==> src/rtl/execute_stage.sv <==
// -----------------------------------------------------------------------------
// execute_stage
//   Execute slice of the 5-stage scalar/vector CPU. It holds the Decode/Execute
//   pipeline register, the operand forwarding muxes, one 8-bit scalar ALU, LANES
//   replicated 8-bit lane ALUs, and the Execute/Memory pipeline register.
//
// Ports
//   clk, reset                 : rising-edge clock, async active-high reset
//   control_in[15:0]           : decoded control word (0 = NOP)
//   srcA_in, srcB_in           : scalar operands from the register file
//   srcA/B_vector_in           : vector operands (lane i at [8i+7:8i])
//   rs1/rs2/rd_decode          : register indices from Decode
//   writeback_data             : forwarding source from Writeback
//   select_forward_mux_A/B     : forwarding selects (1=WB, 2=MEM, else D/E)
//   *_execute                  : Decode/Execute register contents
//   alu_result_execute         : combinational scalar ALU result
//   *_memory                   : Execute/Memory register contents
// -----------------------------------------------------------------------------
module execute_stage #(
  parameter int LANES = 16
) (
  input  logic                 clk,
  input  logic                 reset,
  input  logic [15:0]          control_in,
  input  logic [7:0]           srcA_in,
  input  logic [7:0]           srcB_in,
  input  logic [8*LANES-1:0]   srcA_vector_in,
  input  logic [8*LANES-1:0]   srcB_vector_in,
  input  logic [4:0]           rs1_decode,
  input  logic [4:0]           rs2_decode,
  input  logic [4:0]           rd_decode,
  input  logic [7:0]           writeback_data,
  input  logic [2:0]           select_forward_mux_A,
  input  logic [2:0]           select_forward_mux_B,
  output logic                 wre_execute,
  output logic                 vector_wre_execute,
  output logic                 write_memory_enable_execute,
  output logic                 load_instruction,
  output logic [1:0]           select_writeback_data_mux_execute,
  output logic [3:0]           aluOp_execute,
  output logic [4:0]           rs1_execute,
  output logic [4:0]           rs2_execute,
  output logic [4:0]           rd_execute,
  output logic [7:0]           alu_result_execute,
  output logic                 wre_memory,
  output logic                 vector_wre_memory,
  output logic                 write_memory_enable_memory,
  output logic [1:0]           select_writeback_data_mux_memory,
  output logic [4:0]           rs1_memory,
  output logic [4:0]           rs2_memory,
  output logic [4:0]           rd_memory,
  output logic [7:0]           alu_result_memory,
  output logic [7:0]           srcA_memory,
  output logic [7:0]           srcB_memory,
  output logic [8*LANES-1:0]   vector_data_memory,
  output logic [11:0]          vector_address_data_memory
);

  localparam int VW = 8 * LANES;

  // Shared 8-bit ALU used by the scalar path and every vector lane.
  function automatic logic [7:0] alu8(input logic [3:0] op,
                                      input logic [7:0] a,
                                      input logic [7:0] b);
    logic [15:0] prod;
    prod = {8'd0, a} * {8'd0, b};
    case (op)
      4'd0:    alu8 = a + b;
      4'd1:    alu8 = a - b;
      4'd2:    alu8 = a & b;
      4'd3:    alu8 = a | b;
      4'd4:    alu8 = a ^ b;
      4'd5:    alu8 = a << b[2:0];
      4'd6:    alu8 = a >> b[2:0];
      4'd7:    alu8 = b;
      4'd8:    alu8 = prod[7:0];
      default: alu8 = 8'd0;
    endcase
  endfunction

  // Decode/Execute register state
  logic          wre_q, vwre_q, wme_q, load_q;
  logic [1:0]    sel_wb_q;
  logic [3:0]    alu_op_q;
  logic [7:0]    src_a_q, src_b_q;
  logic [VW-1:0] vec_a_q, vec_b_q;
  logic [4:0]    rs1_q, rs2_q, rd_q;

  // Execute/Memory register state
  logic          wre_m_q, vwre_m_q, wme_m_q;
  logic [1:0]    sel_wb_m_q;
  logic [4:0]    rs1_m_q, rs2_m_q, rd_m_q;
  logic [7:0]    alu_m_q, src_a_m_q, src_b_m_q;
  logic [VW-1:0] vec_m_q;
  logic [11:0]   vaddr_m_q;

  // Execute-stage combinational values (next state of the E/M register)
  logic [7:0]    fwd_a_d, fwd_b_d, alu_d;
  logic [VW-1:0] vec_d;

  // Reserved control bits carry no meaning in this stage.
  logic unused_reserved_s;
  assign unused_reserved_s = ^control_in[15:10];

  // Decode/Execute pipeline register: no enable, bubbles arrive as control 0.
  always_ff @(posedge clk or posedge reset) begin
    if (reset) begin
      wre_q    <= 1'b0;
      vwre_q   <= 1'b0;
      wme_q    <= 1'b0;
      load_q   <= 1'b0;
      sel_wb_q <= 2'd0;
      alu_op_q <= 4'd0;
      src_a_q  <= 8'd0;
      src_b_q  <= 8'd0;
      vec_a_q  <= '0;
      vec_b_q  <= '0;
      rs1_q    <= 5'd0;
      rs2_q    <= 5'd0;
      rd_q     <= 5'd0;
    end else begin
      wre_q    <= control_in[0];
      vwre_q   <= control_in[1];
      wme_q    <= control_in[2];
      sel_wb_q <= control_in[4:3];
      alu_op_q <= control_in[8:5];
      load_q   <= control_in[9];
      src_a_q  <= srcA_in;
      src_b_q  <= srcB_in;
      vec_a_q  <= srcA_vector_in;
      vec_b_q  <= srcB_vector_in;
      rs1_q    <= rs1_decode;
      rs2_q    <= rs2_decode;
      rd_q     <= rd_decode;
    end
  end

  // Forwarding muxes: unused select codes fall back to the D/E operand.
  always_comb begin
    fwd_a_d = src_a_q;
    fwd_b_d = src_b_q;
    case (select_forward_mux_A)
      3'd1:    fwd_a_d = writeback_data;
      3'd2:    fwd_a_d = alu_m_q;
      default: fwd_a_d = src_a_q;
    endcase
    case (select_forward_mux_B)
      3'd1:    fwd_b_d = writeback_data;
      3'd2:    fwd_b_d = alu_m_q;
      default: fwd_b_d = src_b_q;
    endcase
  end

  // Scalar ALU on forwarded operands; each lane works on its own unforwarded
  // D/E vector slice so no carry crosses a lane boundary.
  always_comb begin
    alu_d = alu8(alu_op_q, fwd_a_d, fwd_b_d);
    vec_d = '0;
    for (int i = 0; i < LANES; i++) begin
      vec_d[8*i +: 8] = alu8(alu_op_q, vec_a_q[8*i +: 8], vec_b_q[8*i +: 8]);
    end
  end

  // Execute/Memory pipeline register.
  always_ff @(posedge clk or posedge reset) begin
    if (reset) begin
      wre_m_q    <= 1'b0;
      vwre_m_q   <= 1'b0;
      wme_m_q    <= 1'b0;
      sel_wb_m_q <= 2'd0;
      rs1_m_q    <= 5'd0;
      rs2_m_q    <= 5'd0;
      rd_m_q     <= 5'd0;
      alu_m_q    <= 8'd0;
      src_a_m_q  <= 8'd0;
      src_b_m_q  <= 8'd0;
      vec_m_q    <= '0;
      vaddr_m_q  <= 12'd0;
    end else begin
      wre_m_q    <= wre_q;
      vwre_m_q   <= vwre_q;
      wme_m_q    <= wme_q;
      sel_wb_m_q <= sel_wb_q;
      rs1_m_q    <= rs1_q;
      rs2_m_q    <= rs2_q;
      rd_m_q     <= rd_q;
      alu_m_q    <= alu_d;
      src_a_m_q  <= fwd_a_d;
      src_b_m_q  <= fwd_b_d;
      vec_m_q    <= vec_d;
      vaddr_m_q  <= {4'b0000, fwd_a_d};
    end
  end

  assign wre_execute                       = wre_q;
  assign vector_wre_execute                = vwre_q;
  assign write_memory_enable_execute       = wme_q;
  assign load_instruction                  = load_q;
  assign select_writeback_data_mux_execute = sel_wb_q;
  assign aluOp_execute                     = alu_op_q;
  assign rs1_execute                       = rs1_q;
  assign rs2_execute                       = rs2_q;
  assign rd_execute                        = rd_q;
  assign alu_result_execute                = alu_d;

  assign wre_memory                        = wre_m_q;
  assign vector_wre_memory                 = vwre_m_q;
  assign write_memory_enable_memory        = wme_m_q;
  assign select_writeback_data_mux_memory  = sel_wb_m_q;
  assign rs1_memory                        = rs1_m_q;
  assign rs2_memory                        = rs2_m_q;
  assign rd_memory                         = rd_m_q;
  assign alu_result_memory                 = alu_m_q;
  assign srcA_memory                       = src_a_m_q;
  assign srcB_memory                       = src_b_m_q;
  assign vector_data_memory                = vec_m_q;
  assign vector_address_data_memory        = vaddr_m_q;

endmodule

==> config.mk <==
export PLATFORM = sky130hd
export DESIGN_NAME = execute_stage
export DESIGN_NICKNAME = d
export VERILOG_FILES = /design/src/rtl/execute_stage.sv
export SDC_FILE = /design/constraint.sdc
export NUM_CORES = 2
export LEC_CHECK = 0
export CAP_MARGIN = 10
export CORE_ASPECT_RATIO = 0.6
export CORE_UTILIZATION = 35
export DETAILED_ROUTE_END_ITERATION = 6
export PLACE_DENSITY = 0.53
export SLEW_MARGIN = 20
export SYNTH_ARGS = -nofsm -noshare
export SYNTH_HDL_FRONTEND = slang
export SYNTH_SLANG_ARGS = --single-unit
==> constraint.sdc <==
create_clock -name clk -period 16.68 [get_ports clk]
set_clock_uncertainty 0.05 [all_clocks]
set_input_delay 3.336 -clock clk [delete_from_list [all_inputs] [get_ports clk]]
set_output_delay 3.336 -clock clk [all_outputs]
set_load 0.03 [all_outputs]
Word-level counts from Yosys, hierarchy flattened --
Cells that the tools add are included.
Cells by class: add/subtract/negate cells 34, $mul 17, divide/modulo/power cells 0, magnitude comparators 0, eq/ne operators 12, shifts and indexed selects 34, multiplexer cells 19, bitwise operators 51, reduce and logical (&&, ||, !) cells 1
Operators with widths (count):
- 8-bit one-hot mux with 9 select lines | 17
- 8-bit adder | 17
- 8-bit bitwise AND | 17
- 8-bit by 8-bit multiplier with 8-bit output | 17
- 8-bit bitwise OR | 17
- 8-bit by 3-bit left shift with 8-bit output | 17
- 8-bit by 3-bit >> shifter with 8-bit output | 17
- 8-bit subtractor | 17
- 8-bit XOR | 17
- 8-bit one-hot mux with 2 select lines | 2
- 4-bit by 3-bit equality test with 1-bit output (second input constant) | 4
- 4-bit by 2-bit equality test with 1-bit output (second input constant) | 2
- 3-bit by 1-bit equality test with 1-bit output (second input constant) | 2
- 3-bit by 2-bit equality test with 1-bit output (second input constant) | 2
- 4-bit by 1-bit equality test with 1-bit output (second input constant) | 1
- 4-bit equality test (second input constant) | 1
- 4-bit zero test | 1
Word-level totals: register bits after elaboration 469, bits in latches 0, memory bits (writable) 0, memory bits (read-only) 0, output and inout port bits 217, word-level logic and storage cells 192, memories 0

Depth between registers and ports, before layout --
depth after elaboration 4, mapped depth 24, mapped depth without buffers 20

Least setup slack after synthesis --
No wires, ideal clock.
path kind input to output, start point in select_forward_mux_B[1], end point out alu_result_execute[7], arrival 8128 ps, data required time 13294 ps, slack 5166 ps, stages 20, buffers on the path 2, cells stage by stage nand2b_1 > buf_4 > a21oi_4 > o22ai_2 > inv_2 > clkbuf_1 > nand2_1 > fa_1 > fa_1 > inv_1 > fa_1 > inv_1 > fa_1 > inv_1 > ha_1 > a21oi_1 > xnor2_1 > xnor3_2 > xnor2_1 > a211o_1
On the way: longest elaborated chain between the ends 4, elaborated cells on any way between the ends 12
RTL lines:
- start: declaration | line 34 | input logic [2:0] select_forward_mux_B,
- 3-bit by 2-bit equality test with 1-bit output / 3-bit by 1-bit equality test with 1-bit output (equally long branches) | line 147 | case (select_forward_mux_B)
- 8-bit one-hot mux with 2 select lines * | line 147
- named net fwd_b_d[2] | line 98 | logic [7:0] fwd_a_d, fwd_b_d, alu_d;
- 8-bit by 8-bit multiplier with 8-bit output, or another cell as far along | line 66 | prod = {8'd0, a} * {8'd0, b};
- 8-bit one-hot mux with 9 select lines * | line 67 | case (op)
- end: declaration | line 44 | output logic [7:0] alu_result_execute,
The timed path passes the listed nets; every way through them passes the cells marked *.

Worst setup path after layout --
start point in select_forward_mux_B[1], end point out alu_result_execute[7]
On the way: longest elaborated chain between the ends 4, elaborated cells on any way between the ends 12
RTL lines (line):
- 3-bit by 2-bit equality test with 1-bit output / 3-bit by 1-bit equality test with 1-bit output (equally long branches) | 147
- 8-bit one-hot mux with 2 select lines * | 147
- 8-bit by 8-bit multiplier with 8-bit output, or another cell as far along | 66
- 8-bit one-hot mux with 9 select lines * | 67
Every way passes the cells marked *; elsewhere a longest branch is shown, timed or not.

==> flow_metrics.env <==
export IMPL_use_met3_pct=4.78
export IMPL_synth_edf_count=0
export IMPL_synth_seq_cells=469
export IMPL_cp_required_ns=13.29
export IMPL_grt_start_max_net_pins=96
export IMPL_worst_pin_slew_ns=0.954
export IMPL_drive_gt1_share_pct=4.69
export IMPL_criticalPathCategory="input port to output pin"
export IMPL_use_met2_pct=35.9
export IMPL_fmax_mhz=75.8
export IMPL_crit_path_end_kind="output pin"
export IMPL_synth_cells=5488
export IMPL_cap_viol_max_count=0
export IMPL_clock_sinks=469
export IMPL_setup_worst_path_end="alu_result_execute[7]"
export IMPL_worst_hold_path_type="flop to flop"
export IMPL_rows=105
export IMPL_min_period_ns=13.20
export IMPL_use_met1_pct=38.3
export IMPL_hpwl_um=130000
export IMPL_first_global_vias=42000
export IMPL_clock_latency_ns=0.65
export IMPL_core_region_area_mm2=0.137
export IMPL_rsz0062_at_grt="false"
export IMPL_critPathMaxFanout=23
export IMPL_grt_busiest_layer="met1"
export IMPL_syn2layout_area_growth_pct=18.3
export IMPL_comb_power_share_pct=44.3
export IMPL_reg2reg_depth=15
export IMPL_clk_pin_slew_worst_paths_ns=0.06
export IMPL_r2r_start="aluOp_execute[2]"
export IMPL_vias=42800
export IMPL_fin_hold_ws_ns=0.323
export IMPL_post_route_drc_count=28
export IMPL_start_util_pct=35.3
export IMPL_drt_pass1_iterations=7
export IMPL_switching_power_mw=1.85
export IMPL_syn_avg_cell_area_um2=8.78
export IMPL_p_seq_share_pct=29.1
export IMPL_hold_buffers=0
export IMPL_status="finished with violations"
export IMPL_synth_area_mm2=0.0482
export IMPL_regToRegSetupSlack_ns=11.22
export IMPL_slew_violations=0
export IMPL_clockBufferDepth=3
export IMPL_antenna_found_initial=8
export IMPL_cts_resized=0
export IMPL_synth_top_area_share_pct=24.4
export IMPL_yosysSeqAreaShare_pct=24.4
export IMPL_portBuffers=525
export IMPL_post_cts_buffers=0
export IMPL_critPathLaunchType="input port"
export IMPL_synth_ff_type="dfrtp_1"
export IMPL_yosys_top_cells_area="dfrtp_1, ha_1, fa_1"
export IMPL_viasPerCell=5.54
export IMPL_violations="DRC"
export IMPL_dieArea_mm2=0.139
export IMPL_synth_top_area_cell="dfrtp_1"
export IMPL_grt_use_total_pct=25.0
export IMPL_internal_power_mw=2.79
export IMPL_overflow=0
export IMPL_die_h_um=289
export IMPL_relSlewSlack_pct=36.4
export IMPL_wl_um=178000
export IMPL_ioPinCount=536
export IMPL_leakagePower_nw=26.3
export IMPL_tritoncts_num_buffers=53
export IMPL_die_width_um=481
export IMPL_final_period_utilization_pct=79.1
export IMPL_vdd_ir_drop_max_mv=0.0685
export IMPL_hold_violations=0
export IMPL_grt_pass1_wl_um=268000
export IMPL_yosysUniqueCellTypes=83
export IMPL_powerDensity_mw_per_mm2=81.4
export IMPL_crit_arrival_ns=9.81
export IMPL_p_clk_share_pct=26.6
export IMPL_async_flop_share_pct=100
export IMPL_worstSetupStartpoint="select_forward_mux_B[1]"
export IMPL_final_nets=7102
export IMPL_finalWeightedCongestion=0.923
export IMPL_place_area_mm2=0.0552
export IMPL_fin_area_mm2=0.0570
export IMPL_yosysWarnings=0
export IMPL_wl_per_cell_um=23.0
export IMPL_reg2reg_to="vector_data_memory[111]"
export IMPL_clockRootBuffer="clkbuf_16"
export IMPL_cts_max_level=2
export IMPL_cts_tree="yes"
export IMPL_netSwitchingFraction_pct=39.8
export IMPL_drt_initial_drc_count=4821
export IMPL_fin_setup_tns_ns=0
export IMPL_drtAntennaViolNets=0
export IMPL_setup_viol=0
==> cell type report <==
cell class	count	area, um^2
diodes	1	2.50
multi-input cells	4139	33100
inverters	603	2290
well taps	1819	2280
clock buffers	66	1450
clock inverters	31	317
repair buffers	599	5840
fillers	13600	79700
flip-flops and latches	469	11700
==> state kept, by name, indices dropped and copies added (netlist names) <==
register and cells:
rs2_execute 5, alu_result_memory 8, select_writeback_data_mux_execute 2, rd_memory 5, wre_memory 1, vector_address_data_memory 8
rs2_memory 5, write_memory_enable_execute 1, wre_execute 1, vector_wre_execute 1, srcB_memory 8, rs1_execute 5
write_memory_enable_memory 1, vector_data_memory 128, vec_a_q 128, src_a_q 8, aluOp_execute 4, vector_wre_memory 1
load_instruction 1, rs1_memory 5, select_writeback_data_mux_memory 2, rd_execute 5, src_b_q 8, vec_b_q 128
==> synth_stat cells (all sizes together), types with 79 or more instances <==
cell / count
a21oi: 271
a221oi: 81
clkbuf: 210
dfrtp: 469
fa: 221
ha: 697
inv: 580
nand2: 507
nor2: 635
nor3: 81
o211ai: 79
o21ai: 283
xnor2: 358
xor2: 95
==> worst max-delay path: stages <==
cell             delay (ns)
clkdlybuf4s50_1        0.42
nand2b_1               0.37
a21oi_4                0.43
o22a_1                 0.68
clkinv_2               0.53
nor2_1                 0.21
ha_1                   0.25
ha_1                   0.27
inv_1                  0.07
fa_1                   0.40
inv_1                  0.06
ha_1                   0.18
inv_1                  0.07
fa_1                   0.48
inv_1                  0.08
a21o_1                 0.13
a21oi_1                0.09
xnor2_1                0.19
xnor3_2                0.45
xnor2_1                0.13
a211o_1                0.34
clkdlybuf4s50_1        0.62
==> power by group through the flow <==
stage                     clock network (mW)  registers [mW]  logic [mW]
final                                   1.23            1.35        2.05
after global routing                    1.33            1.36        2.27
after global placement                     0            1.37        2.02
after detailed placement                   0            1.36        2.03
after floorplan                            0            1.44        1.28
after CTS                               1.29            1.35        2.05
==> worst min path at each step <==
stage	startpoint	endpoint	slack (ns)	cells past startpoint
4_1_cts	rs1_execute[0]	rs1_memory[0]	0.32	0
2_1_floorplan	src_a_q[6]	vector_address_data_memory[6]	0.47	1
5_1_grt	rd_execute[1]	rd_memory[1]	0.33	0
6_report	rs1_execute[0]	rs1_memory[0]	0.32	0
3_5_place_dp	rs2_execute[1]	rs2_memory[1]	0.31	0
3_3_place_gp	rs1_execute[3]	rs1_memory[3]	0.31	0
==> cell usage in the layout (no fill, tap or decap), types with 21 or more instances in the layout <==
master           count
o22ai_1             36
a22oi_1             70
o221ai_1            40
xor2_1              95
nand3_1             42
mux4_2              40
a31oi_1             78
inv_1              564
o211ai_1            79
xnor2_1            357
nor2_1             629
o31ai_1             23
a211o_1             27
o21ai_0            283
dfrtp_1            469
clkbuf_16           53
clkdlybuf4s50_1    525
mux2i_1             50
a21boi_0            48
a221o_1             21
a221oi_1            81
nor3_1              78
buf_4               72
clkinv_1            22
nand2_1            506
nor2b_1             23
a211oi_1            36
fa_1               221
ha_1               697
a21o_1              63
a21oi_1            269
==> layer usage <==
metal  up-vias  wire length (um)
met5         -                 0
met4         0              3670
met3       211             15500
met2      1961             73100
met1     21000             85300
li1      19600                 -
==> metrics by stage <==
step	total power, mW	setup slack, ns	util (%)	cells
6_report	4.63	3.48	41.7	7727
5_1_grt	4.95	3.13	41.7	7726
3_3_place_gp	3.38	3.54	40.4	7629
4_1_cts	4.69	3.47	41.7	7726
2_1_floorplan	2.72	0.213	-	5491
3_5_place_dp	3.40	3.52	40.4	7629
==> cell families after synthesis <==
group	share of synthesized area, %
other cells	0.00779
compound gates	18.2
mux	2.99
simple gates	11.6
buf+inv	7.22
fa+ha+maj	27.3
flops	24.4
xor+xnor	8.35
Note: power is estimated with default switching activity, not from simulation.
